[config.mk]
export PLATFORM = sky130hd
export DESIGN_NAME = load_store_unit_flat
export DESIGN_NICKNAME = d
export VERILOG_FILES = /design/src/rtl/lsu_pkg.sv /design/src/rtl/load_store_unit_if.sv /design/src/rtl/lsu_align.sv /design/src/rtl/load_store_unit.sv /design/src/flat_wrapper.sv
export SDC_FILE = /design/constraint.sdc
export NUM_CORES = 1
export LEC_CHECK = 0
export BUFFER_PORTS_ARGS = -buffer_cell sky130_fd_sc_hd__buf_2
export CORE_ASPECT_RATIO = 1.2
export CORE_MARGIN = 8
export CORE_UTILIZATION = 53
export DETAILED_ROUTE_END_ITERATION = 6
export PLACE_DENSITY = 0.91
export SYNTH_ARGS = -nofsm -noshare
export SYNTH_HDL_FRONTEND = slang
export SYNTH_SLANG_ARGS = --single-unit
[constraint.sdc]
create_clock -name Clk -period 3.1 [get_ports Clk]
set_input_delay 0 -clock Clk [delete_from_list [all_inputs] [get_ports Clk]]
set_output_delay 0 -clock Clk [all_outputs]
set_load 0.02 [all_outputs]
[src/rtl/lsu_pkg.sv]
// rtl/lsu_pkg.sv - op codes, FSM states and lane constants for load_store_unit
package lsu_pkg;

  localparam logic [2:0] LSU_LB  = 3'b000;
  localparam logic [2:0] LSU_LH  = 3'b001;
  localparam logic [2:0] LSU_LW  = 3'b010;
  localparam logic [2:0] LSU_LBU = 3'b011;
  localparam logic [2:0] LSU_LHU = 3'b100;
  localparam logic [2:0] LSU_SB  = 3'b101;
  localparam logic [2:0] LSU_SH  = 3'b110;
  localparam logic [2:0] LSU_SW  = 3'b111;

  localparam int LANE_W = 8;

  typedef enum logic [2:0] {
    IDLE = 3'd0,
    RD   = 3'd1,
    CAP  = 3'd2,
    WR   = 3'd3,
    DONE = 3'd4
  } lsu_state_t;

  function automatic logic is_store(input logic [2:0] op);
    return (op == LSU_SB) || (op == LSU_SH) || (op == LSU_SW);
  endfunction

  // Halfword ops need an even address, word ops a 4-byte aligned one.
  function automatic logic is_misaligned(input logic [2:0] op, input logic [1:0] off);
    case (op)
      LSU_LH, LSU_LHU, LSU_SH: return off[0];
      LSU_LW, LSU_SW:          return off != 2'b00;
      default:                 return 1'b0;
    endcase
  endfunction

endpackage

[src/rtl/load_store_unit_if.sv]
// rtl/load_store_unit_if.sv - word-aligned dataMemory bus between load_store_unit and memory
interface load_store_unit_if #(
  parameter int ADDR_W = 32,
  parameter int DATA_W = 32
);
  logic [ADDR_W-1:0] mem_addr;
  logic [DATA_W-1:0] mem_write_data;
  logic              mem_read;
  logic              mem_write;
  logic              mem_write_en;
  logic [DATA_W-1:0] mem_read_data;

  modport master (
    output mem_addr, mem_write_data, mem_read, mem_write, mem_write_en,
    input  mem_read_data
  );

  modport slave (
    input  mem_addr, mem_write_data, mem_read, mem_write, mem_write_en,
    output mem_read_data
  );
endinterface

[src/rtl/lsu_align.sv]
// rtl/lsu_align.sv - combinational lane extract/extend for loads and lane merge for stores
module lsu_align
  import lsu_pkg::*;
(
  input  logic [2:0]  op,
  input  logic [1:0]  off,
  input  logic [31:0] word,
  input  logic [31:0] store_data,
  output logic [31:0] load_val,
  output logic [31:0] merged
);

  logic [LANE_W-1:0]   lane;
  logic [2*LANE_W-1:0] half;

  // Without alignment checking, addr[0] is ignored for halfwords and addr[1:0] for words.
  always_comb begin
    lane = word[{off, 3'b000} +: LANE_W];
    half = off[1] ? word[31:16] : word[15:0];

    load_val = word;
    case (op)
      LSU_LB:  load_val = {{24{lane[7]}}, lane};
      LSU_LH:  load_val = {{16{half[15]}}, half};
      LSU_LBU: load_val = {24'h0, lane};
      LSU_LHU: load_val = {16'h0, half};
      default: load_val = word;
    endcase

    merged = word;
    case (op)
      LSU_SB: merged[{off, 3'b000} +: LANE_W] = store_data[LANE_W-1:0];
      LSU_SH: begin
        if (off[1]) merged[31:16] = store_data[15:0];
        else        merged[15:0]  = store_data[15:0];
      end
      default: merged = store_data;
    endcase
  end

endmodule

[src/rtl/load_store_unit.sv]
// rtl/load_store_unit.sv - byte/half/word load-store sequencer; LSU_ALIGN_CHECK_EN enables misalign traps
module load_store_unit
  import lsu_pkg::*;
#(
  parameter int ADDR_W = 32,
  parameter int DATA_W = 32
) (
  input  logic              Clk,
  input  logic              Rst,
  input  logic              start,
  input  logic [2:0]        op,
  input  logic [ADDR_W-1:0] addr,
  input  logic [DATA_W-1:0] store_data,
  output logic              busy,
  output logic              done,
  output logic [DATA_W-1:0] load_data,
  output logic              misalign,
  load_store_unit_if.master mem
);

  lsu_state_t        state_q, state_d;
  logic [2:0]        op_q;
  logic [1:0]        off_q;
  logic [DATA_W-1:0] data_q;
  logic [DATA_W-1:0] wdata_q;
  logic [ADDR_W-1:0] maddr_q;
  logic [DATA_W-1:0] load_q;
  logic [31:0]       load_val;
  logic [31:0]       merged;
  logic              bad;
  logic              accept;

  assign accept = (state_q == IDLE) && start;

`ifdef LSU_ALIGN_CHECK_EN
  logic misalign_q;
  assign bad      = is_misaligned(op, addr[1:0]);
  assign misalign = misalign_q;
`else
  assign bad      = 1'b0;
  assign misalign = 1'b0;
`endif

  always_ff @(posedge Clk) begin
    if (!Rst) state_q <= IDLE;
    else      state_q <= state_d;
  end

  always_comb begin
    state_d = state_q;
    case (state_q)
      IDLE: begin
        if (start) begin
          if (bad)                 state_d = DONE;
          else if (op == LSU_SW)   state_d = WR;
          else                     state_d = RD;
        end
      end
      RD:      state_d = CAP;
      CAP:     state_d = is_store(op_q) ? WR : DONE;
      WR:      state_d = DONE;
      DONE:    state_d = IDLE;
      default: state_d = IDLE;
    endcase
  end

  always_ff @(posedge Clk) begin
    if (!Rst) begin
      op_q    <= '0;
      off_q   <= '0;
      data_q  <= '0;
      wdata_q <= '0;
      maddr_q <= '0;
      load_q  <= '0;
`ifdef LSU_ALIGN_CHECK_EN
      misalign_q <= 1'b0;
`endif
    end else begin
      if (accept) begin
        op_q    <= op;
        off_q   <= addr[1:0];
        data_q  <= store_data;
        maddr_q <= {addr[ADDR_W-1:2], 2'b00};
        if (op == LSU_SW) wdata_q <= store_data;
`ifdef LSU_ALIGN_CHECK_EN
        misalign_q <= bad;
`endif
      end
      // Read data arrives during CAP: loads register the result, sub-word stores build the write word.
      if (state_q == CAP) begin
        if (is_store(op_q)) wdata_q <= merged;
        else                load_q  <= load_val;
      end
    end
  end

  lsu_align u_align (
    .op         (op_q),
    .off        (off_q),
    .word       (mem.mem_read_data),
    .store_data (data_q),
    .load_val   (load_val),
    .merged     (merged)
  );

  assign busy               = (state_q != IDLE);
  assign done               = (state_q == DONE);
  assign load_data          = load_q;
  assign mem.mem_addr       = maddr_q;
  assign mem.mem_write_data = wdata_q;
  assign mem.mem_read       = (state_q == RD);
  assign mem.mem_write      = (state_q == WR);
  assign mem.mem_write_en   = (state_q == WR);

endmodule

[src/flat_wrapper.sv]
// flat-port wrapper written by rule: the top's interface ports become plain ports
module load_store_unit_flat import lsu_pkg::*;
#(
  parameter int ADDR_W = 32,
  parameter int DATA_W = 32
)
  (Clk, Rst, start, op, addr, store_data, busy, done, load_data, misalign, mem_mem_addr, mem_mem_write_data, mem_mem_read, mem_mem_write, mem_mem_write_en, mem_mem_read_data);
  load_store_unit_if #(.ADDR_W(ADDR_W), .DATA_W(DATA_W)) mem_i ();
  input  logic Clk;
  input  logic Rst;
  input  logic start;
  input  logic [2:0] op;
  input  logic [ADDR_W-1:0] addr;
  input  logic [DATA_W-1:0] store_data;
  output logic busy;
  output logic done;
  output logic [DATA_W-1:0] load_data;
  output logic misalign;
  output wire logic [$bits(mem_i.mem_addr)-1:0] mem_mem_addr;
  output wire logic [$bits(mem_i.mem_write_data)-1:0] mem_mem_write_data;
  output wire logic [$bits(mem_i.mem_read)-1:0] mem_mem_read;
  output wire logic [$bits(mem_i.mem_write)-1:0] mem_mem_write;
  output wire logic [$bits(mem_i.mem_write_en)-1:0] mem_mem_write_en;
  input wire logic [$bits(mem_i.mem_read_data)-1:0] mem_mem_read_data;
  assign mem_mem_addr = mem_i.mem_addr;
  assign mem_mem_write_data = mem_i.mem_write_data;
  assign mem_mem_read = mem_i.mem_read;
  assign mem_mem_write = mem_i.mem_write;
  assign mem_mem_write_en = mem_i.mem_write_en;
  assign mem_i.mem_read_data = mem_mem_read_data;
  load_store_unit #(.ADDR_W(ADDR_W), .DATA_W(DATA_W)) u_core (.Clk(Clk), .Rst(Rst), .start(start), .op(op), .addr(addr), .store_data(store_data), .busy(busy), .done(done), .load_data(load_data), .misalign(misalign), .mem(mem_i));
endmodule
==> run metrics, run 1 <==
result of the run=finished, violations left; violated checks=design-rule violations; family with the most delay on the worst path=simple AND/OR/NAND/NOR gates; maximum VDD drop=0.366 mV; maximum level of the CTS H-tree=4; sequential area share after synthesis=0.376; Cells after Synth=912; critical path, cell by cell=o21ai_0 -> and3_1 -> nand2_1 -> o32ai_1; leakage=around 4.2 nW; total area of multi-input combinational cells=3980 um2; largest incremental delay on the critical path=0.82 ns; pwr/cell area=527 nW/um2; final routed wirelength across all metal layers=27700 um; unrepaired setup endpoints after global routing=false; remaining max-slew budget at the tightest pin=0.360; Yosys warnings=0; commonest non-fill, non-tap cells in the layout=200 x sky130_fd_sc_hd__buf_2, 191 x sky130_fd_sc_hd__nand2_1, 134 x sky130_fd_sc_hd__dfxtp_1; endpoint with the worst hold slack=u_core.mem.mem_write_data[0]; initial antenna violation count=1; detailed placer's ending HPWL=18000 um; clock tree from TritonCTS=done; total clock sinks=134; nature of the critical path endpoint=register; remaining antenna violation count after routing=0; clock slew at the register clock pins of the worst setup and hold paths=0.06 ns; Mapped Avg Cell Area=around 7.8 um2; number of clock buffers inserted by TritonCTS=17; Post-synth top flop=sky130_fd_sc_hd__dfxtp_1; Port Buffer Count=200; net total in the final layout=1261; most common cell after layout, fill and taps aside=sky130_fd_sc_hd__buf_2; required time worst endpoint=3.41 ns; core footprint=13200 um2; total of flip-flops plus latches after synthesis=134; CP Buf/Inv Count=0; cell at the root of the clock tree=sky130_fd_sc_hd__clkbuf_16; launching point of the worst reg2reg path=u_core.op_q[0]; total setup violations reported at the end of the flow=0; class of the worst hold path=in -> reg; Top-Level Pins=204; Most Crowded Layer GR=met2; per-cell via count in the routed design=6.22; part of the cycle the worst path needs=0.855; EDFF count, synth=0; First-pass DRT Iterations=7; die area=around 17000 um2; total standard cell area after synthesis=7130 um2; max_cap viols=0; critical path data arrival time=slightly below 3 ns; clock latency on the worst-skew pair=0.42 ns; routing usage on met1=0.364; Chip Height=143 um; max-slew violation total from the final report=0; number of different library cells in the post-synthesis netlist=57; met3 layer usage reported by global route=0.0988; area used by sequential logic in the layout=~2700 um2; drt wl/cell=roughly 21 um; category of the critical setup timing path=reg -> reg; effective utilization at floorplan=0.541; clock skew after layout=0.00847 ns; slowest cell on the critical path=sky130_fd_sc_hd__and3_1; sort of element at the start of the critical path=register; maximum number of buffers from clock root to sink=2; total global routing track utilization=0.310; cell count of the worst hold path=3; sum of negative setup slack=0 ns; Placed Instances=1219; Filler cells=926; GRT met2 Usage=0.475; number of DRC violations after detailed-routing iteration 0=1214; fraction of layout cells with a size suffix above 1=0.253; Fmax=0.377 GHz; width of the die=122 um; Hold Violations, Final=0; vias after detailed routing=around 8300; Tightest Pin Transition=between 0.9 and 1 ns; largest net degree at the start of global routing=83; non-filler instance count after layout=1336; origin of the worst min-delay path=mem_mem_read_data[0]; ys async rst share=0; RD Place Congestion=0.946; std cell rows=46; setup slack of the most critical reg-to-reg path=0.45 ns; worst-case reg-to-reg path depth=4; reg-to-reg critical path endpoint=u_core.load_data[3]; post-detailed-route DRC marker count=16; Area Overhead vs Synth=35.3%; vias in the first global route=between 7000 and 8000; Overflow after GRT=0; minimum clock period=2.65 ns; Tot Pwr=about 5.1 mW; first-pass GRT wire length=42900 um; critical path peak fanout=23
==> registers in the layout, indices dropped and copies added (netlist names) <==
| register | flops |
|---|---|
| u_core.data_q | 32 |
| u_core.mem.mem_write_data | 32 |
| u_core.off_q | 2 |
| u_core.state_q | 3 |
| u_core.mem.mem_addr | 30 |
| u_core.load_data | 32 |
| u_core.op_q | 3 |
==> worst max path at each step <==
stage / from / endpoint / slack (ns) / depth (start not counted)
global placement: u_core.op_q[1] / u_core.load_data[6] / 0.75 / 6
detailed placement: u_core.op_q[0] / u_core.load_data[0] / 0.65 / 4
CTS: u_core.op_q[0] / u_core.load_data[0] / 0.54 / 4
global route: u_core.op_q[0] / u_core.mem.mem_write_data[23] / 0.32 / 4
finish: u_core.op_q[0] / u_core.load_data[3] / 0.45 / 4
floorplan: u_core.off_q[0] / u_core.mem.mem_write_data[27] / 0.69 / 9
==> logic make-up (layout without fill, tap and decap cells) <==
group	count (synthesis)	after routing	synth area share
simple gates	333	333	0.218
compound gates	295	295	0.266
flops	134	134	0.376
buf+inv	104	357	0.0674
mux	38	38	0.0595
fa+ha+maj	5	5	0.00877
xor+xnor	2	2	0.00351
other cells	1	4	0.000526
==> where the power goes <==
group	total [mW]	leakage (nW)	switching (mW)	internal, mW
Sequential	1.90	1.09	0.0895	1.81
Clock	2.30	0.323	0.777	1.53
Combinational	0.876	2.79	0.530	0.345
Total	5.08	4.21	1.40	3.68
==> synth_stat cells, types with 4 or more instances <==
cell type | n | area [um2]
sky130_fd_sc_hd__mux2_2 | 22 | 248
sky130_fd_sc_hd__a21oi_1 | 114 | 571
sky130_fd_sc_hd__nor2_1 | 28 | 105
sky130_fd_sc_hd__clkbuf_1 | 39 | 146
sky130_fd_sc_hd__a21boi_0 | 6 | 45.0
sky130_fd_sc_hd__o221a_2 | 7 | 78.8
sky130_fd_sc_hd__a21o_1 | 4 | 30.0
sky130_fd_sc_hd__nand3_1 | 20 | 100
sky130_fd_sc_hd__a211oi_1 | 21 | 158
sky130_fd_sc_hd__dfxtp_1 | 134 | 2680
sky130_fd_sc_hd__nand2b_1 | 17 | 106
sky130_fd_sc_hd__nor3b_1 | 5 | 37.5
sky130_fd_sc_hd__inv_1 | 18 | 67.6
sky130_fd_sc_hd__nand2_1 | 191 | 717
sky130_fd_sc_hd__mux2i_1 | 14 | 140
sky130_fd_sc_hd__ha_1 | 5 | 62.6
sky130_fd_sc_hd__and3_1 | 30 | 188
sky130_fd_sc_hd__a311oi_1 | 4 | 35.0
sky130_fd_sc_hd__o21ai_0 | 44 | 220
sky130_fd_sc_hd__nor2b_1 | 20 | 125
sky130_fd_sc_hd__o32ai_1 | 15 | 131
sky130_fd_sc_hd__a31oi_1 | 22 | 138
sky130_fd_sc_hd__buf_4 | 10 | 75.1
sky130_fd_sc_hd__a221oi_1 | 30 | 263
sky130_fd_sc_hd__buf_2 | 35 | 175
sky130_fd_sc_hd__o22ai_1 | 13 | 81.3
==> area by class of cell <==
cell class	count	area share
clock inverter	13	0.0236
tap	168	0.0218
clock buffer	19	0.0459
timing repair buffer	307	0.210
antenna	1	0.000259
multi-input combinational	676	0.413
sequential	134	0.278
inverter	18	0.00701
==> stage by stage <==
| step | utilization | setup WS [ns] | hold slack, ns | instance area (um2) |
|---|---|---|---|---|
| 2_1_floorplan | - | 0.690 | 0.134 | 7140 |
| 3_3_place_gp | 0.617 | 0.752 | 0.239 | 8130 |
| 3_5_place_dp | 0.617 | 0.653 | 0.245 | 8130 |
| 4_1_cts | 0.732 | 0.537 | 0.0346 | 9640 |
| 5_1_grt | 0.732 | 0.317 | 0.0556 | 9640 |
| 6_report | 0.732 | 0.450 | 0.0544 | 9640 |
==> per-layer routing <==
layer | up-vias | wire, um
li1 | 3762 | -
met1 | 3765 | 10000
met2 | 648 | 12500
met3 | 138 | 3600
met4 | 0 | 1570
met5 | - | 0
==> worst register-to-register path, cell delays in order (launching register included) <==
cell	delay [ns]
sky130_fd_sc_hd__dfxtp_1	0.56
sky130_fd_sc_hd__o21ai_0	0.33
sky130_fd_sc_hd__and3_1	0.82
sky130_fd_sc_hd__nand2_1	0.42
sky130_fd_sc_hd__o32ai_1	0.42
==> repair_timing <==
item,CTS,global route
hold buffers,84,0
gates resized for setup,0,0
hold endpoints to repair,99,0
setup buffers,0,0
(Power assumes the default switching activity.)
==> inputs of run 2 (changes only) <==
--- a/config.mk
+++ b/config.mk
@@ -5,12 +5,13 @@
 export SDC_FILE = /design/constraint.sdc
 export NUM_CORES = 1
 export LEC_CHECK = 0
+export ABC_AREA = 1
 export BUFFER_PORTS_ARGS = -buffer_cell sky130_fd_sc_hd__buf_2
 export CORE_ASPECT_RATIO = 1.2
 export CORE_MARGIN = 8
-export CORE_UTILIZATION = 53
+export CORE_UTILIZATION = 54
 export DETAILED_ROUTE_END_ITERATION = 6
-export PLACE_DENSITY = 0.91
+export PLACE_DENSITY = 0.92
 export SYNTH_ARGS = -nofsm -noshare
 export SYNTH_HDL_FRONTEND = slang
 export SYNTH_SLANG_ARGS = --single-unit
==> run 2 against run 1 <==
  * The run now ends clean
  * Routed wire length increased by 4.7%
  * Critical path depth increased by 5
  * Non-clock buffer count decreased by 20
  * Synthesized area increased by 7.6%
  * Maximum frequency increased by 8.6%
  * Sequential cell count unchanged
  * Clock-buffer cell count unchanged
  * Core utilization decreased by 1.9 points
  * Combinational power increased by 100%
  * Die area increased by 4.9%
  * Setup slack improved by 0.21 ns
  * Clock skew about the same
  * Critical endpoint is now u_core.mem.mem_write_data[0]
  * Largest cell class unchanged
  * Largest power group is now sequential cells
  * Highest routed layer unchanged
==> run metrics, run 2 <==
cell type with the highest aggregate area in the netlist=sky130_fd_sc_hd__dfxtp_1; Tot Pwr=about 5.8 mW; max_cap viols=0; leading cell types by total area after synthesis=sky130_fd_sc_hd__dfxtp_1 35%, sky130_fd_sc_hd__nor2_1 13%, sky130_fd_sc_hd__nand2_1 12%; core footprint=13800 um2; post-detailed-route DRC marker count=0; commonest non-fill, non-tap cells in the layout=256 x sky130_fd_sc_hd__nor2_1, 247 x sky130_fd_sc_hd__nand2_1, 200 x sky130_fd_sc_hd__buf_2; family with the most delay on the worst path=flip-flops; Mapped Avg Cell Area=between 6 and 7 um2; cell at the root of the clock tree=sky130_fd_sc_hd__clkbuf_16; class of the worst hold path=in -> reg; remaining max-slew budget at the tightest pin=0.416; Post-synth top flop=sky130_fd_sc_hd__dfxtp_1; Tightest Pin Transition=0.873 ns; remaining antenna violation count after routing=0; net total in the final layout=1540; total global routing track utilization=0.304; leakage=5.04 nW; clock latency on the worst-skew pair=0.44 ns; detailed placer's ending HPWL=18900 um; maximum VDD drop=0.490 mV; clock tree from TritonCTS=done; fraction of layout cells with a size suffix above 1=0.203; total clock sinks=134; Overflow after GRT=0; effective utilization at floorplan=0.555; first-pass GRT wire length=45700 um; critical path peak fanout=17; max-slew violation total from the final report=0; final routed wirelength across all metal layers=~29000 um; unrepaired setup endpoints after global routing=false; EDFF count, synth=0; pwr/cell area=between 500 and 600 nW/um2; clock skew after layout=around 0.0089 ns; die area=18300 um2; number of DRC violations after detailed-routing iteration 0=roughly 1000; total of flip-flops plus latches after synthesis=134; largest net degree at the start of global routing=65; ys async rst share=0; nature of the critical path endpoint=register; sum of negative setup slack=0 ns; number of different library cells in the post-synthesis netlist=31; largest incremental delay on the critical path=0.60 ns; initial antenna violation count=0; required time worst endpoint=3.48 ns; category of the critical setup timing path=reg -> reg; maximum number of buffers from clock root to sink=2; most repeated library cell on the critical path=sky130_fd_sc_hd__nand2_1; slowest cell on the critical path=sky130_fd_sc_hd__dfxtp_1; total setup violations reported at the end of the flow=0; top cell type's share of synthesized area=0.350; Top-Level Pins=roughly 200; vias in the first global route=8842; maximum level of the CTS H-tree=4; Commonest cells post-synth=257 x sky130_fd_sc_hd__nor2_1, 247 x sky130_fd_sc_hd__nand2_1, 140 x sky130_fd_sc_hd__o21ai_0; number of clock buffers inserted by TritonCTS=17; Yosys warnings=0; most frequent cell after synthesis=sky130_fd_sc_hd__nor2_1; Port Buffer Count=200; post-CTS setup repair buffer count=0; part of the cycle the worst path needs=0.787; sort of element at the start of the critical path=register; CP Buf/Inv Count=2; minimum clock period=2.44 ns; result of the run=completed; most common cell after layout, fill and taps aside=sky130_fd_sc_hd__nor2_1; critical path, cell by cell=inv_2 -> ha_1 -> inv_1 -> nand2_1 -> o21ai_0 -> o211ai_1 -> nand3_1 -> nand2_1 -> nor2_1; width of the die=around 120 um; Fmax=roughly 0.41 GHz; Hold Violations, Final=0; vias after detailed routing=between 9000 and 10000; critical path data arrival time=roughly 2.8 ns; post-CTS resize count=0; Cells after Synth=1208; drt wl/cell=around 18 um; RD Place Congestion=between 0.9 and 1; clock slew at the register clock pins of the worst setup and hold paths=roughly 0.060 ns; Area Overhead vs Synth=28.4%; std cell rows=47; First-pass DRT Iterations=5; per-cell via count in the routed design=approximately 5.7; Chip Height=around 150 um; sequential area share after synthesis=0.350; total standard cell area after synthesis=7670 um2
[run 2: cell count changes in the layout (fill, tap and decap cells not counted), moves of 36 or more]
cell | previous run | this run
sky130_fd_sc_hd__inv_1 | 17 | 91
sky130_fd_sc_hd__nand2_1 | 191 | 247
sky130_fd_sc_hd__nand3_1 | 20 | 56
sky130_fd_sc_hd__nor2_1 | 28 | 256
sky130_fd_sc_hd__o21ai_0 | 44 | 140
[run 2: power by group]
part	switching, mW	total [mW]	internal, mW
combinational	1.20	1.75	0.542
sequential	0.151	2.08	1.93
clock	0.837	1.99	1.15
total	2.19	5.81	3.62
[run 2: cell type report]
cell class,instances,area (um2)
sequential,134,2680
clock inverter,12,119
antenna,1,2.50
clock buffer,19,453
timing repair buffer,287,1840
tap,171,214
inverter,103,389
fill,1083,3970
multi-input combinational,890,4150
[run 2: final timing paths]
path                                             from                      endpoint  slack, ns  cells past startpoint
worst max-delay path                  u_core.off_q[1]  u_core.mem.mem_write_data[0]       0.66                      9
worst min register to register   u_core.load_data[15]          u_core.load_data[15]       0.52                      2
worst min-delay path            mem_mem_read_data[11]          u_core.load_data[11]       0.01                      5
worst max register to register        u_core.off_q[1]  u_core.mem.mem_write_data[0]       0.66                      9
[run 2: cell families (layout without fill, tap and decap cells)]
kind of cell | count (synthesis) | count (layout) | synth area share
simple gates | 599 | 599 | 0.325
compound gates | 283 | 283 | 0.205
buf+inv | 186 | 421 | 0.112
flops | 134 | 134 | 0.350
fa+ha+maj | 5 | 5 | 0.00815
other cells | 1 | 4 | 0.000489
[run 2: per-layer routing]
metal / wire (um) / global-route usage / share of wire / vias up
met3: 3220 / 0.0992 / 0.11 / 96
met1: 11000 / 0.347 / 0.38 / 4180
li1: - / - / - / 4331
met5: 0 / 0 / 0 / -
met4: 1040 / 0.135 / 0.036 / 0
met2: 13800 / 0.508 / 0.48 / 585
[run 2: metrics by stage]
step | setup slack [ns] | cells | util | area (um2) | hold WS [ns]
finish | 0.659 | 1617 | 0.713 | 9850 | 0.0147
global route | 0.445 | 1616 | 0.713 | 9850 | 0.0397
CTS | 0.781 | 1616 | 0.713 | 9850 | 0.00334
detailed placement | 0.822 | 1509 | 0.616 | 8520 | 0.226
global placement | 0.928 | 1509 | 0.616 | 8520 | 0.220
floorplan | 0.863 | 1210 | - | 7680 | 0.135
[run 2: what timing repair did]
| item | in CTS | in global routing |
|---|---|---|
| setup endpoints to repair | 0 | 0 |
| hold buffers | 76 | 0 |
| hold endpoints to repair | 106 | 0 |
[run 2: tightest hold or removal path, stage by stage]
cell,delay [ns]
sky130_fd_sc_hd__buf_2,0.14
sky130_fd_sc_hd__inv_1,0.09
sky130_fd_sc_hd__nand2_1,0.06
sky130_fd_sc_hd__nand2_1,0.07
sky130_fd_sc_hd__a21oi_1,0.05
==> inputs of run 3 (changes only) <==
--- a/config.mk
+++ b/config.mk
@@ -5,13 +5,13 @@
 export SDC_FILE = /design/constraint.sdc
 export NUM_CORES = 1
 export LEC_CHECK = 0
-export ABC_AREA = 1
+export ABC_AREA = 0
 export BUFFER_PORTS_ARGS = -buffer_cell sky130_fd_sc_hd__buf_2
 export CORE_ASPECT_RATIO = 1.2
 export CORE_MARGIN = 8
-export CORE_UTILIZATION = 54
+export CORE_UTILIZATION = 48
 export DETAILED_ROUTE_END_ITERATION = 6
-export PLACE_DENSITY = 0.92
+export PLACE_DENSITY = 0.88
 export SYNTH_ARGS = -nofsm -noshare
 export SYNTH_HDL_FRONTEND = slang
 export SYNTH_SLANG_ARGS = --single-unit
==> constraint.sdc (replaced) <==
create_clock -name Clk -period 1.96 [get_ports Clk]
set_input_delay 0 -clock Clk [delete_from_list [all_inputs] [get_ports Clk]]
set_output_delay 0 -clock Clk [all_outputs]
set_load 0.02 [all_outputs]
==> run 3 against run 2 <==
  * Routed wire length is 3.5% lower
  * Die area is 4.0% higher
  * Clock skew is 0.0013 ns lower
  * Setup slack worse by 0.61 ns
  * Clock-buffer cell count stayed put
  * Global-route usage is 1.3 points lower
  * Register-to-register slack worse by 0.61 ns
  * Cell count is 13% lower
  * Cell area is 2.4% higher
  * Maximum frequency is 28% higher
  * Critical endpoint is now u_core.mem.mem_write_data[22]
==> run metrics, run 3 (synthesis gave the netlist of run 1 again) <==
minimum clock period=about 1.9 ns; reg-to-reg critical path endpoint=u_core.mem.mem_write_data[22]; commonest non-fill, non-tap cells in the layout=200 x sky130_fd_sc_hd__buf_2, 190 x sky130_fd_sc_hd__nand2_1, 131 x sky130_fd_sc_hd__dfxtp_1; initial antenna violation count=0; Chip Height=150 um; Filler cells=1159; setup slack of the most critical reg-to-reg path=0.05 ns; cell at the root of the clock tree=sky130_fd_sc_hd__clkbuf_16; required time worst endpoint=2.23 ns; post-detailed-route DRC marker count=0; number of clock buffers inserted by TritonCTS=17; critical path peak fanout=9; Overflow after GRT=0; clock tree from TritonCTS=done; Fmax=~0.52 GHz; RD Place Congestion=roughly 0.96; core footprint=14800 um2; total area of multi-input combinational cells=roughly 4000 um2; Area Overhead vs Synth=41.4%; class of the worst hold path=in -> reg; total setup violations reported at the end of the flow=0; width of the die=roughly 130 um; worst-case reg-to-reg path depth=5; total global routing track utilization=0.291; Hold Violations, Final=0; sort of element at the start of the critical path=register; clock slew at the register clock pins of the worst setup and hold paths=approximately 0.06 ns; number of inserted diodes=0; effective utilization at floorplan=0.483; part of the cycle the worst path needs=0.973; clock skew after layout=around 0.0076 ns; drt wl/cell=20.0 um; launch point of the critical path=u_core.state_q[1]; maximum level of the CTS H-tree=4; critical path data arrival time=2.18 ns; remaining max-slew budget at the tightest pin=0.537; remaining antenna violation count after routing=0; maximum VDD drop=around 0.6 mV; std cell rows=49; Port Buffer Count=200; sum of negative setup slack=0 ns; die area=19000 um2; maximum number of buffers from clock root to sink=2; vias in the first global route=around 8300; clock latency on the worst-skew pair=0.42 ns; launching point of the worst reg2reg path=u_core.state_q[1]; max_cap viols=0; per-cell via count in the routed design=between 5 and 6; fraction of layout cells with a size suffix above 1=0.280; first-pass GRT wire length=44200 um; category of the critical setup timing path=reg -> reg; nature of the critical path endpoint=register; final routed wirelength across all metal layers=about 28000 um; most common cell after layout, fill and taps aside=sky130_fd_sc_hd__buf_2; Top-Level Pins=204; leakage=4.40 nW; result of the run=completed; area used by sequential logic in the layout=2690 um2; number of DRC violations after detailed-routing iteration 0=856; Tot Pwr=between 7 and 8 mW; max-slew violation total from the final report=0; total clock sinks=134; First-pass DRT Iterations=5; critical path endpoint=u_core.mem.mem_write_data[22]; Tightest Pin Transition=0.693 ns; detailed placer's ending HPWL=19100 um; net total in the final layout=~1300; vias after detailed routing=about 8400; largest net degree at the start of global routing=83; pwr/cell area=786 nW/um2
==> run 3: cell types whose count changed in the layout (fill, tap and decap cells not counted), moves of 24 or more <==
cell                       change
sky130_fd_sc_hd__a221oi_1     +30
sky130_fd_sc_hd__nand3_1      -36
sky130_fd_sc_hd__and3_1       +30
sky130_fd_sc_hd__nand2_1      -57
sky130_fd_sc_hd__o21ai_0      -96
sky130_fd_sc_hd__nor2_1      -228
sky130_fd_sc_hd__buf_4        +28
sky130_fd_sc_hd__inv_1        -74
sky130_fd_sc_hd__o211ai_1     -24
==> run 3: per-stage QoR <==
stage / hold slack, ns / cells / cell area (um2) / setup WS [ns] / util
3_3_place_gp: 0.239 / 1282 / 8550 / 0.114 / 0.578
6_report: 0.0321 / 1401 / 10100 / 0.0529 / 0.682
5_1_grt: 0.0569 / 1401 / 10100 / -0.0102 / 0.682
3_5_place_dp: 0.246 / 1282 / 8550 / 0.0638 / 0.578
4_1_cts: 0.000423 / 1398 / 10000 / 0.0533 / 0.678
2_1_floorplan: 0.134 / 914 / 7170 / 0.0164 / -
==> run 3: layout make-up <==
cell class,count,area share
Clock inverter,13,0.0177
Sequential cell,134,0.266
Clock buffer,19,0.0449
Tap cell,204,0.0253
Inverter,18,0.00670
Multi-Input combinational cell,676,0.400
Timing Repair Buffer,337,0.239
==> run 3: what timing repair did <==
item	4_1_cts	5_1_grt
endpoints found under the setup margin	0	37
endpoints found under the hold margin	103	1
setup buffers	0	2
hold buffers	84	1
gates resized for setup	0	10
==> run 3: how the worst min path moves through the flow <==
stage	start	end	slack (ns)	cells after the start
final	mem_mem_read_data[2]	u_core.mem.mem_write_data[2]	0.03	3
after CTS	mem_mem_read_data[7]	u_core.load_data[7]	0.0004	3
after global placement	addr[23]	u_core.mem.mem_addr[23]	0.24	3
after floorplan	mem_mem_read_data[30]	u_core.load_data[30]	0.13	2
after global routing	Rst	u_core.load_data[27]	0.06	4
after detailed placement	addr[31]	u_core.mem.mem_addr[31]	0.25	3
==> run 3: report_power, final <==
group	total, mW	internal, mW	switching [mW]	leakage, nW
clock network	3.43	2.19	1.24	0.301
logic	1.50	0.633	0.868	3.00
registers	3.00	2.87	0.131	1.09
total	7.93	5.69	2.24	4.40
==> run 3: worst max-delay path, stage by stage (launching register included) <==
cell	delay, ns
sky130_fd_sc_hd__dfxtp_1	0.47
sky130_fd_sc_hd__nand4bb_1	0.17
sky130_fd_sc_hd__or2_1	0.38
sky130_fd_sc_hd__buf_4	0.22
sky130_fd_sc_hd__a2111oi_1	0.36
sky130_fd_sc_hd__a221oi_1	0.16
==> run 3: metal layers <==
| metal | track usage | up-vias | wire length, um |
|---|---|---|---|
| li1 | - | 3810 | - |
| met1 | 0.326 | 3905 | 10200 |
| met2 | 0.480 | 534 | 13300 |
| met3 | 0.0895 | 115 | 3090 |
| met4 | 0.175 | 0 | 1410 |
| met5 | 0 | - | 0 |
